[config.mk]
export PLATFORM = sky130hd
export DESIGN_NAME = seg7_pattern_decoder
export DESIGN_NICKNAME = d
export VERILOG_FILES = /design/src/rtl/seg7_pkg.sv /design/src/rtl/seg7_pattern_decoder_stability_filter.sv /design/src/rtl/seg7_pattern_decoder.sv
export SDC_FILE = /design/constraint.sdc
export NUM_CORES = 1
export LEC_CHECK = 0
export CAP_MARGIN = 10
export CORE_MARGIN = 4
export CORE_UTILIZATION = 56
export DETAILED_ROUTE_END_ITERATION = 7
export GPL_TIMING_DRIVEN = 0
export PLACE_DENSITY = 0.78
export SLEW_MARGIN = 20
export SYNTH_ARGS = -nofsm -noshare
export SYNTH_HDL_FRONTEND = slang
export SYNTH_SLANG_ARGS = --single-unit
[constraint.sdc]
create_clock -name CLK -period 3 [get_ports CLK]
set_input_delay 0.6 -clock CLK [delete_from_list [all_inputs] [get_ports CLK]]
set_output_delay 0.6 -clock CLK [all_outputs]
set_load 0.02 [all_outputs]
[src/rtl/seg7_pkg.sv]
// Shared seven-segment encoding and decoder helper, used by both the driver and the receive-side decoder.
package seg7_pkg;

  localparam logic [6:0] SEG_0     = 7'b1111110;
  localparam logic [6:0] SEG_1     = 7'b0110000;
  localparam logic [6:0] SEG_2     = 7'b1101101;
  localparam logic [6:0] SEG_3     = 7'b1111001;
  localparam logic [6:0] SEG_4     = 7'b0110011;
  localparam logic [6:0] SEG_5     = 7'b1011011;
  localparam logic [6:0] SEG_6     = 7'b1011111;
  localparam logic [6:0] SEG_7     = 7'b1110000;
  localparam logic [6:0] SEG_8     = 7'b1111111;
  localparam logic [6:0] SEG_9     = 7'b1111011;
  localparam logic [6:0] SEG_BLANK = 7'b0000000;

  localparam logic [3:0] DIGIT_NONE = 4'hF;

  typedef enum logic {
    EMPTY = 1'b0,
    FULL  = 1'b1
  } out_state_e;

  typedef struct packed {
    logic [3:0] digit;
    logic       blank;
    logic       err;
  } seg7_dec_t;

  // A-G active-high; anything that is neither a digit nor all-off is flagged as an error.
  function automatic seg7_dec_t seg7_decode(input logic [6:0] seg);
    seg7_dec_t d;
    d.digit = DIGIT_NONE;
    d.blank = 1'b0;
    d.err   = 1'b0;
    case (seg)
      SEG_0:     d.digit = 4'd0;
      SEG_1:     d.digit = 4'd1;
      SEG_2:     d.digit = 4'd2;
      SEG_3:     d.digit = 4'd3;
      SEG_4:     d.digit = 4'd4;
      SEG_5:     d.digit = 4'd5;
      SEG_6:     d.digit = 4'd6;
      SEG_7:     d.digit = 4'd7;
      SEG_8:     d.digit = 4'd8;
      SEG_9:     d.digit = 4'd9;
      SEG_BLANK: d.blank = 1'b1;
      default:   d.err   = 1'b1;
    endcase
    return d;
  endfunction

endpackage

[src/rtl/seg7_pattern_decoder_stability_filter.sv]
// Synchronises the raw segment lines and strobes once when a pattern has held for STABLE_CYCLES clocks.
module seg7_stability_filter
  import seg7_pkg::*;
#(
  parameter int STABLE_CYCLES  = 64,
  parameter bit SEG_ACTIVE_LOW = 1'b0
) (
  input  logic       CLK,
  input  logic       RST_N,
  input  logic [7:0] seg_i,
  output logic [7:0] pattern_o,
  output logic       settle_o
);

  localparam int CW = $clog2(STABLE_CYCLES + 1);
  localparam logic [CW-1:0] CNT_MAX    = CW'(STABLE_CYCLES);
  localparam logic [CW-1:0] CNT_SETTLE = CW'(STABLE_CYCLES - 1);

  logic [7:0]    sync1_q, sync2_q;
  logic [7:0]    cand_q, cand_d;
  logic [CW-1:0] cnt_q, cnt_d;
  logic [7:0]    s;

  assign s = SEG_ACTIVE_LOW ? ~sync2_q : sync2_q;

  // Counter saturates so a long-held pattern never re-triggers the strobe.
  always_comb begin
    cand_d = cand_q;
    cnt_d  = cnt_q;
    if (s != cand_q) begin
      cand_d = s;
      cnt_d  = '0;
    end else if (cnt_q != CNT_MAX) begin
      cnt_d = cnt_q + CW'(1);
    end
  end

  always_ff @(posedge CLK or negedge RST_N) begin
    if (!RST_N) begin
      sync1_q <= 8'h00;
      sync2_q <= 8'h00;
      cand_q  <= 8'h00;
      cnt_q   <= '0;
    end else begin
      sync1_q <= seg_i;
      sync2_q <= sync1_q;
      cand_q  <= cand_d;
      cnt_q   <= cnt_d;
    end
  end

  assign settle_o  = (s == cand_q) && (cnt_q == CNT_SETTLE);
  assign pattern_o = cand_q;

endmodule

[src/rtl/seg7_pattern_decoder.sv]
// Decodes settled seven-segment patterns back to BCD and hands them out over valid/ready.
module seg7_pattern_decoder
  import seg7_pkg::*;
#(
  parameter int STABLE_CYCLES  = 64,
  parameter bit CHANGE_ONLY    = 1'b1,
  parameter bit SEG_ACTIVE_LOW = 1'b0
) (
  input  logic       CLK,
  input  logic       RST_N,
  input  logic [7:0] seg_in,
  output logic       out_valid,
  input  logic       out_ready,
  output logic [3:0] out_digit,
  output logic       out_dp,
  output logic       out_blank,
  output logic       out_err,
  output logic       overrun
);

  logic [7:0] pattern;
  logic       settle;
  seg7_dec_t  dec;

  out_state_e state_q;
  logic [7:0] last_q;
  logic       lastValid_q;
  logic [3:0] digit_q;
  logic       dp_q, blank_q, err_q, overrun_q;

  logic sameAsLast, wantEmit, canLoad, emit, drop;

  seg7_stability_filter #(
    .STABLE_CYCLES (STABLE_CYCLES),
    .SEG_ACTIVE_LOW(SEG_ACTIVE_LOW)
  ) u_filter (
    .CLK      (CLK),
    .RST_N    (RST_N),
    .seg_i    (seg_in),
    .pattern_o(pattern),
    .settle_o (settle)
  );

  assign dec = seg7_decode(pattern[7:1]);

  // A held output may be replaced only in the cycle the consumer takes it.
  always_comb begin
    sameAsLast = lastValid_q && (pattern == last_q);
    wantEmit   = settle && !(CHANGE_ONLY && sameAsLast);
    canLoad    = (state_q == EMPTY) || out_ready;
    emit       = wantEmit && canLoad;
    drop       = wantEmit && !canLoad;
  end

  always_ff @(posedge CLK or negedge RST_N) begin
    if (!RST_N) begin
      state_q     <= EMPTY;
      last_q      <= 8'h00;
      lastValid_q <= 1'b0;
      digit_q     <= DIGIT_NONE;
      dp_q        <= 1'b0;
      blank_q     <= 1'b0;
      err_q       <= 1'b0;
      overrun_q   <= 1'b0;
    end else begin
      overrun_q <= drop;
      if (emit) begin
        state_q     <= FULL;
        last_q      <= pattern;
        lastValid_q <= 1'b1;
        digit_q     <= dec.digit;
        dp_q        <= pattern[0];
        blank_q     <= dec.blank;
        err_q       <= dec.err;
      end else if ((state_q == FULL) && out_ready) begin
        state_q <= EMPTY;
      end
    end
  end

  assign out_valid = (state_q == FULL);
  assign out_digit = digit_q;
  assign out_dp    = dp_q;
  assign out_blank = blank_q;
  assign out_err   = err_q;
  assign overrun   = overrun_q;

endmodule

==> results.sh, run 1 <==
export IMPL_worstHoldPathType="primary input to asynchronous set/reset pin"
export IMPL_synthSimpleGateAreaFrac_pct=12.6
export IMPL_synthFlopType="dfrtp_1"
export IMPL_synth_adder_area_share_pct=1.18
export IMPL_synth_seq_cells=48
export IMPL_r2r_end="last_q[6]$_DFFE_PN0P_"
export IMPL_synth_most_common_cell="dfrtp_1"
export IMPL_cts_root_buf="clkbuf_8"
export IMPL_crit_end="last_q[6]$_DFFE_PN0P_"
export IMPL_antenna_found_initial=0
export IMPL_grtUsageMet3_pct=4.35
export IMPL_gr_usage_met1_pct=18.6
export IMPL_p_per_area_mw_per_mm2=454
export IMPL_numCtsBuffers=5
export IMPL_drt_iter0_drc=56
export IMPL_hold_ws_ns=0.217
export IMPL_muxShareOfSynthArea_pct=9.05
export IMPL_cp_start_kind="flop"
export IMPL_gr_usage_all_layers_pct=15.6
export IMPL_path_depth=7
export IMPL_synth_top_family_by_area="simple AND/OR/NAND/NOR gates"
export IMPL_pre_cts_ws_ns=0.518
export IMPL_drt_total_wl_mm=3.37
export IMPL_cts_resized=0
export IMPL_io_pin_count=20
export IMPL_cts_tree="yes"
export IMPL_viasPerCell=5.20
export IMPL_cts_max_level=2
export IMPL_status="complete, no violations"
export IMPL_leakagePower_nw=1.05
export IMPL_path_max_fanout=10
export IMPL_period_share_pct=81.4
export IMPL_timing_final_max_slew_violations=0
export IMPL_hold_viol_final=0
export IMPL_worst_ep_arrival_time_ns=2.62
export IMPL_tns_ns=0
export IMPL_synth_area_mm2=0.00213
export IMPL_cp_num_buf_inv=2
export IMPL_dpl_instance_area_mm2=0.00239
export IMPL_cpPeakStageDelay_ns=0.55
export IMPL_die_area_mm2=0.00485
export IMPL_period_needed_ns=2.44
export IMPL_diodes=0
export IMPL_r2r_start="u_filter.pattern_o[4]$_DFFE_PN0N_"
export IMPL_fin_ws_ns=0.559
export IMPL_grt_pass1_vias=1349
export IMPL_grt_max_degree=33
export IMPL_synthXorXnorAreaFrac_pct=8.64
export IMPL_synth_top_cell_area_share_pct=51.7
export IMPL_maxCapViolCount=0
export IMPL_dp_hpwl_mm=2.57
export IMPL_num_vias=1322
export IMPL_ys_warn_count=0
export IMPL_grt_use_met2_pct=26.1
export IMPL_path_clk_slew_ns=0.08
export IMPL_async_flop_share_pct=100
export IMPL_synthTopCellsByArea="dfrtp_1 52%, dfstp_2 4.9%, mux2_4 4.9%, xor2_1 4.5%, xnor2_1 4.1%"
export IMPL_netlist_instances=178
export IMPL_port_buffers=19
export IMPL_die_w_um=69.7
export IMPL_antenna_left=0
export IMPL_postSynthAreaPerCell_um2=12.0
export IMPL_synth_seq_area_share_pct=56.7
export IMPL_grt_pass1_wl_mm=5.99
export IMPL_synth_commonest_cells="44 x dfrtp_1, 15 x nor2_1, 11 x xor2_1"
export IMPL_synth_edf_count=0
export IMPL_fmax_mhz=410
export IMPL_dr_pass1_iters=4
export IMPL_synthesis_nets=191
export IMPL_rsz0062_at_grt="no"
export IMPL_globalplace_congestion=0.820
export IMPL_critPathCaptureType="flop"
export IMPL_clock_skew_ns=0.00196
export IMPL_slowest_stage="a2111oi_4"
export IMPL_core_area_mm2=0.00366
export IMPL_fill_cells=270
export IMPL_cts_setup_buffers=0
export IMPL_worst_r2r_path_depth=7
export IMPL_critPathKind="flop to flop"
export IMPL_clock_latency_ns=0.29
export IMPL_fp_row_count=22
export IMPL_startpoint="u_filter.pattern_o[4]$_DFFE_PN0N_"
export IMPL_worst_pin_slew_ns=0.547
export IMPL_cts_sinks=48
export IMPL_critical_path_required_ns=3.18
export IMPL_initial_utilization_pct=58.1
export IMPL_nNetsFinal=218
export IMPL_ys_types=38
export IMPL_setup_viol=0
export IMPL_overflow=0
export IMPL_peakVddDrop_mv=0.384
export IMPL_drc=0
export IMPL_critical_path_top_delay_family="compound AO/OA/AOI/OAI gates"
export IMPL_slew_headroom_pct=63.5
export IMPL_design_area_mm2=0.00248
export IMPL_cts_buffer_depth=2
export IMPL_reg2reg_setup_slack_ns=0.56
export IMPL_area_growth_pct=16.5
export IMPL_top_usage_layer="met2"
export IMPL_path_cells="buf_4, xor2_1, nor4_2, nand2_2, a2111oi_4, buf_6, mux2_4"
export IMPL_die_y_um=69.7
export IMPL_avgRoutedWirePerCell_um=13.3
export IMPL_synth_area_leader_cell="dfrtp_1"
export IMPL_synth_compound_area_share_pct=6.58
export IMPL_drive_gt1_share_pct=18.4
export IMPL_hold_buffers=0
-- power breakdown --
group | internal, mW | switching (mW) | total (mW) | leakage, nW
Sequential | 0.663 | 0.00947 | 0.673 | 0.590
Combinational | 0.0409 | 0.0503 | 0.0913 | 0.422
Clock | 0.163 | 0.200 | 0.363 | 0.0412
Total | 0.867 | 0.260 | 1.13 | 1.05
-- registers in the layout, indices dropped and copies added, names as in the netlist --
signal,count
out_blank,1
out_err,1
u_filter.sync1_q,8
u_filter.pattern_o,8
u_filter.cnt_q,7
lastValid_q,1
out_valid,1
last_q,8
u_filter.s,8
out_digit,4
overrun,1
-- worst min-delay path by stage --
stage / to / from / slack [ns] / cells after the start
3_5_place_dp: u_filter.s[2]$_DFF_PN0_ / u_filter.sync1_q[2]$_DFF_PN0_ / 0.34 / 0
6_report: u_filter.s[4]$_DFF_PN0_ / RST_N / 0.22 / 1
5_1_grt: u_filter.s[4]$_DFF_PN0_ / RST_N / 0.23 / 1
3_3_place_gp: u_filter.s[5]$_DFF_PN0_ / u_filter.sync1_q[5]$_DFF_PN0_ / 0.33 / 0
4_1_cts: u_filter.s[4]$_DFF_PN0_ / RST_N / 0.23 / 1
2_1_floorplan: lastValid_q$_DFFE_PN0P_ / RST_N / 0.30 / 0
-- stage by stage --
| stage | cells | util [%] | total power [mW] |
|---|---|---|---|
| 6_report | 254 | 67.7 | 1.13 |
| 5_1_grt | 254 | 67.7 | 1.18 |
| 4_1_cts | 254 | 67.7 | 1.14 |
| 3_5_place_dp | 246 | 65.4 | 0.778 |
| 3_3_place_gp | 245 | 65.0 | 0.770 |
| 2_1_floorplan | 178 | - | 0.737 |
-- cells in the final DEF, fill, tap and decap left out, types with 2 or more instances in the layout --
| cell | instances |
|---|---|
| o21ai_0 | 6 |
| inv_1 | 6 |
| dfrtp_1 | 44 |
| nand2_1 | 8 |
| mux2i_1 | 2 |
| dfstp_2 | 4 |
| clkbuf_1 | 11 |
| a21oi_1 | 6 |
| nor3_1 | 4 |
| or2_2 | 2 |
| mux2_2 | 6 |
| xor2_1 | 11 |
| clkdlybuf4s50_1 | 18 |
| buf_6 | 3 |
| a21o_1 | 2 |
| ha_1 | 2 |
| or3_1 | 5 |
| mux2_4 | 7 |
| xnor2_1 | 10 |
| buf_2 | 3 |
| nand3_1 | 6 |
| nor2_1 | 15 |
| clkbuf_8 | 5 |
-- cell type report --
type                            count  area (µm²)  share of cell area, %
Clock inverter                      2        12.5                  0.505
Timing Repair Buffer               20         205                   8.28
Tap cell                           48        60.1                   2.42
Inverter                            6        22.5                  0.909
Clock buffer                        6        72.6                   2.93
Multi-Input combinational cell    108         811                   32.7
Buffer                             16        88.8                   3.58
Sequential cell                    48        1210                   48.7
-- metal layers --
| metal | vias up | routed length (µm) |
|---|---|---|
| met1 | 640 | 1460 |
| met2 | 29 | 1700 |
| met5 | - | 0 |
| met4 | 0 | 79 |
| li1 | 644 | - |
| met3 | 9 | 134 |
-- logic make-up (layout without fill, tap and decap cells) --
family | after synthesis | after routing
DFF | 48 | 48
buffers and inverters | 22 | 50
and+or+nand+nor | 50 | 50
muxes | 15 | 15
xor gates and xnor gates | 21 | 21
AOI/OAI and AO/OA | 20 | 20
adders and majority gates | 2 | 2
Power figures use the tool's default switching activity.
==> run 2, diff against run 1 <==
Clock period 3 ns to 2.38 ns, I/O delays scaled along.
==> run 2 against run 1 <==
Against the previous run:
- non-clock buffer count up 1
- critical endpoint is now last_q[0]$_DFFE_PN0P_
- clock-buffer cell count stayed put
- first-iteration DRC count is 25% lower
- via count increased by 0.61%
- sequential power rose by 26%
- core utilization up 0.21 points
- critical path type unchanged
- register-to-register slack lost 0.36 ns
==> results.sh, run 2 (same netlist as run 1, synthesis figures left out) <==
export IMPL_globalplace_congestion=0.820
export IMPL_worstHoldPathType="primary input to asynchronous set/reset pin"
export IMPL_dp_hpwl_mm=2.57
export IMPL_stdcell_count=255
export IMPL_num_vias=1330
export IMPL_hold_viol_final=0
export IMPL_area_growth_pct=16.8
export IMPL_dr_pass1_iters=4
export IMPL_leakagePower_nw=1.06
export IMPL_hold_buffers=0
export IMPL_top_usage_layer="met2"
export IMPL_cts_tree="yes"
export IMPL_grtUsageMet3_pct=4.35
export IMPL_period_needed_ns=2.18
export IMPL_period_share_pct=91.4
export IMPL_initial_utilization_pct=58.1
export IMPL_status="complete, no violations"
export IMPL_cts_root_buf="clkbuf_8"
export IMPL_avgRoutedWirePerCell_um=13.2
export IMPL_layout_common_cells="44 x dfrtp_1, 18 x clkdlybuf4s50_1, 15 x nor2_1, 11 x xor2_1, 11 x clkbuf_1"
export IMPL_cp_start_kind="flop"
export IMPL_worst_ep_arrival_time_ns=2.36
export IMPL_fmax_mhz=460
export IMPL_drive_gt1_share_pct=18.8
export IMPL_viasPerCell=5.22
export IMPL_cts_max_level=2
export IMPL_critPathKind="flop to flop"
export IMPL_fp_row_count=22
export IMPL_fill_cells=268
export IMPL_core_area_mm2=0.00366
export IMPL_grt_max_degree=33
export IMPL_gr_usage_met1_pct=18.6
export IMPL_mostFrequentLayoutCell="dfrtp_1"
export IMPL_clock_latency_ns=0.30
export IMPL_rsz0062_at_grt="no"
export IMPL_path_clk_slew_ns=0.08
export IMPL_die_w_um=69.7
export IMPL_maxCapViolCount=0
export IMPL_path_max_fanout=5
export IMPL_nNetsFinal=219
export IMPL_grt_use_met2_pct=26.1
export IMPL_gr_usage_all_layers_pct=15.6
export IMPL_port_buffers=19
export IMPL_die_area_mm2=0.00485
export IMPL_timing_final_max_slew_violations=0
export IMPL_slew_headroom_pct=72.9
export IMPL_grt_pass1_wl_mm=5.99
export IMPL_cts_sinks=48
export IMPL_antenna_found_initial=0
export IMPL_drt_total_wl_mm=3.38
export IMPL_power_total_mw=1.42
export IMPL_p_per_area_mw_per_mm2=572
export IMPL_critical_path_required_ns=2.57
export IMPL_cts_buffer_depth=2
export IMPL_peakVddDrop_mv=0.484
export IMPL_drt_iter0_drc=42
export IMPL_io_pin_count=20
export IMPL_clock_skew_ns=0.00291
export IMPL_setup_viol=0
export IMPL_diodes=0
export IMPL_dpl_cell_count=246
export IMPL_overflow=0
export IMPL_grt_pass1_vias=1353
export IMPL_numCtsBuffers=5
export IMPL_worst_pin_slew_ns=0.404
export IMPL_antenna_left=0
export IMPL_drc=0
export IMPL_critPathCaptureType="flop"
export IMPL_die_y_um=69.7
run 2: path summary, 6_finish.rpt:
path / startpoint / endpoint / slack, ns / cells past startpoint
max reg2reg: u_filter.cnt_q[0]$_DFFE_PN0P_ / last_q[0]$_DFFE_PN0P_ / 0.20 / 6
min in group CLK: u_filter.sync1_q[0]$_DFF_PN0_ / u_filter.s[0]$_DFF_PN0_ / 0.36 / 0
max in group asynchronous: RST_N / u_filter.cnt_q[1]$_DFFE_PN0P_ / 1.80 / 2
min: RST_N / u_filter.s[4]$_DFF_PN0_ / 0.09 / 1
max: u_filter.cnt_q[0]$_DFFE_PN0P_ / last_q[0]$_DFFE_PN0P_ / 0.20 / 6
min reg2reg: u_filter.sync1_q[0]$_DFF_PN0_ / u_filter.s[0]$_DFF_PN0_ / 0.36 / 0
run 2: metrics by stage:
step                      cell area [µm²]  setup TNS, ns  util [%]  worst slack, ns  hold WS, ns
after floorplan                      2130              0         -            0.206        0.180
after global placement               2380         -14.52      65.0           -0.325        0.332
after detailed placement             2390         -0.629      65.4           -0.102        0.340
after CTS                            2490              0      67.9            0.186        0.106
after global routing                 2490              0      67.9           0.0644        0.111
final                                2490              0      67.9            0.204       0.0915
run 2: where the power goes:
part	switching [mW]	total, mW	internal, mW
Sequential	0.0120	0.848	0.836
Clock	0.254	0.459	0.205
Combinational	0.0633	0.115	0.0516
Total	0.330	1.42	1.09
run 2: metal layers:
metal  part of all wire (%)  up-vias  wire length, µm
li1                       -      647                -
met1                     43      640             1470
met4                    2.3        0               79
met2                     50       34             1680
met3                    4.4        9              147
met5                      0        -                0
run 2: timing repair:
item	4_1_cts	5_1_grt
resized for setup	0	0
buffers inserted	1	0
endpoints found under the setup margin	7	0
run 2: layout make-up:
| type | instances | area (µm²) | share of cell area (%) |
|---|---|---|---|
| flip-flops and latches | 48 | 1210 | 48.5 |
| multi-input cells | 108 | 811 | 32.6 |
| repair buffers | 21 | 213 | 8.56 |
| plain buffers | 16 | 88.8 | 3.57 |
| clock buffers | 6 | 72.6 | 2.92 |
| well taps | 48 | 60.1 | 2.42 |
| inverters | 6 | 22.5 | 0.906 |
| clock inverters | 2 | 12.5 | 0.503 |
run 2: critical path, cell delays in order, from the launching register on:
cell and delay (ns):
dfrtp_1 0.40, ha_1 0.21, nand3_1 0.14, or3_1 0.44, a2111oi_4 0.33, buf_4 0.21
mux2_2 0.33
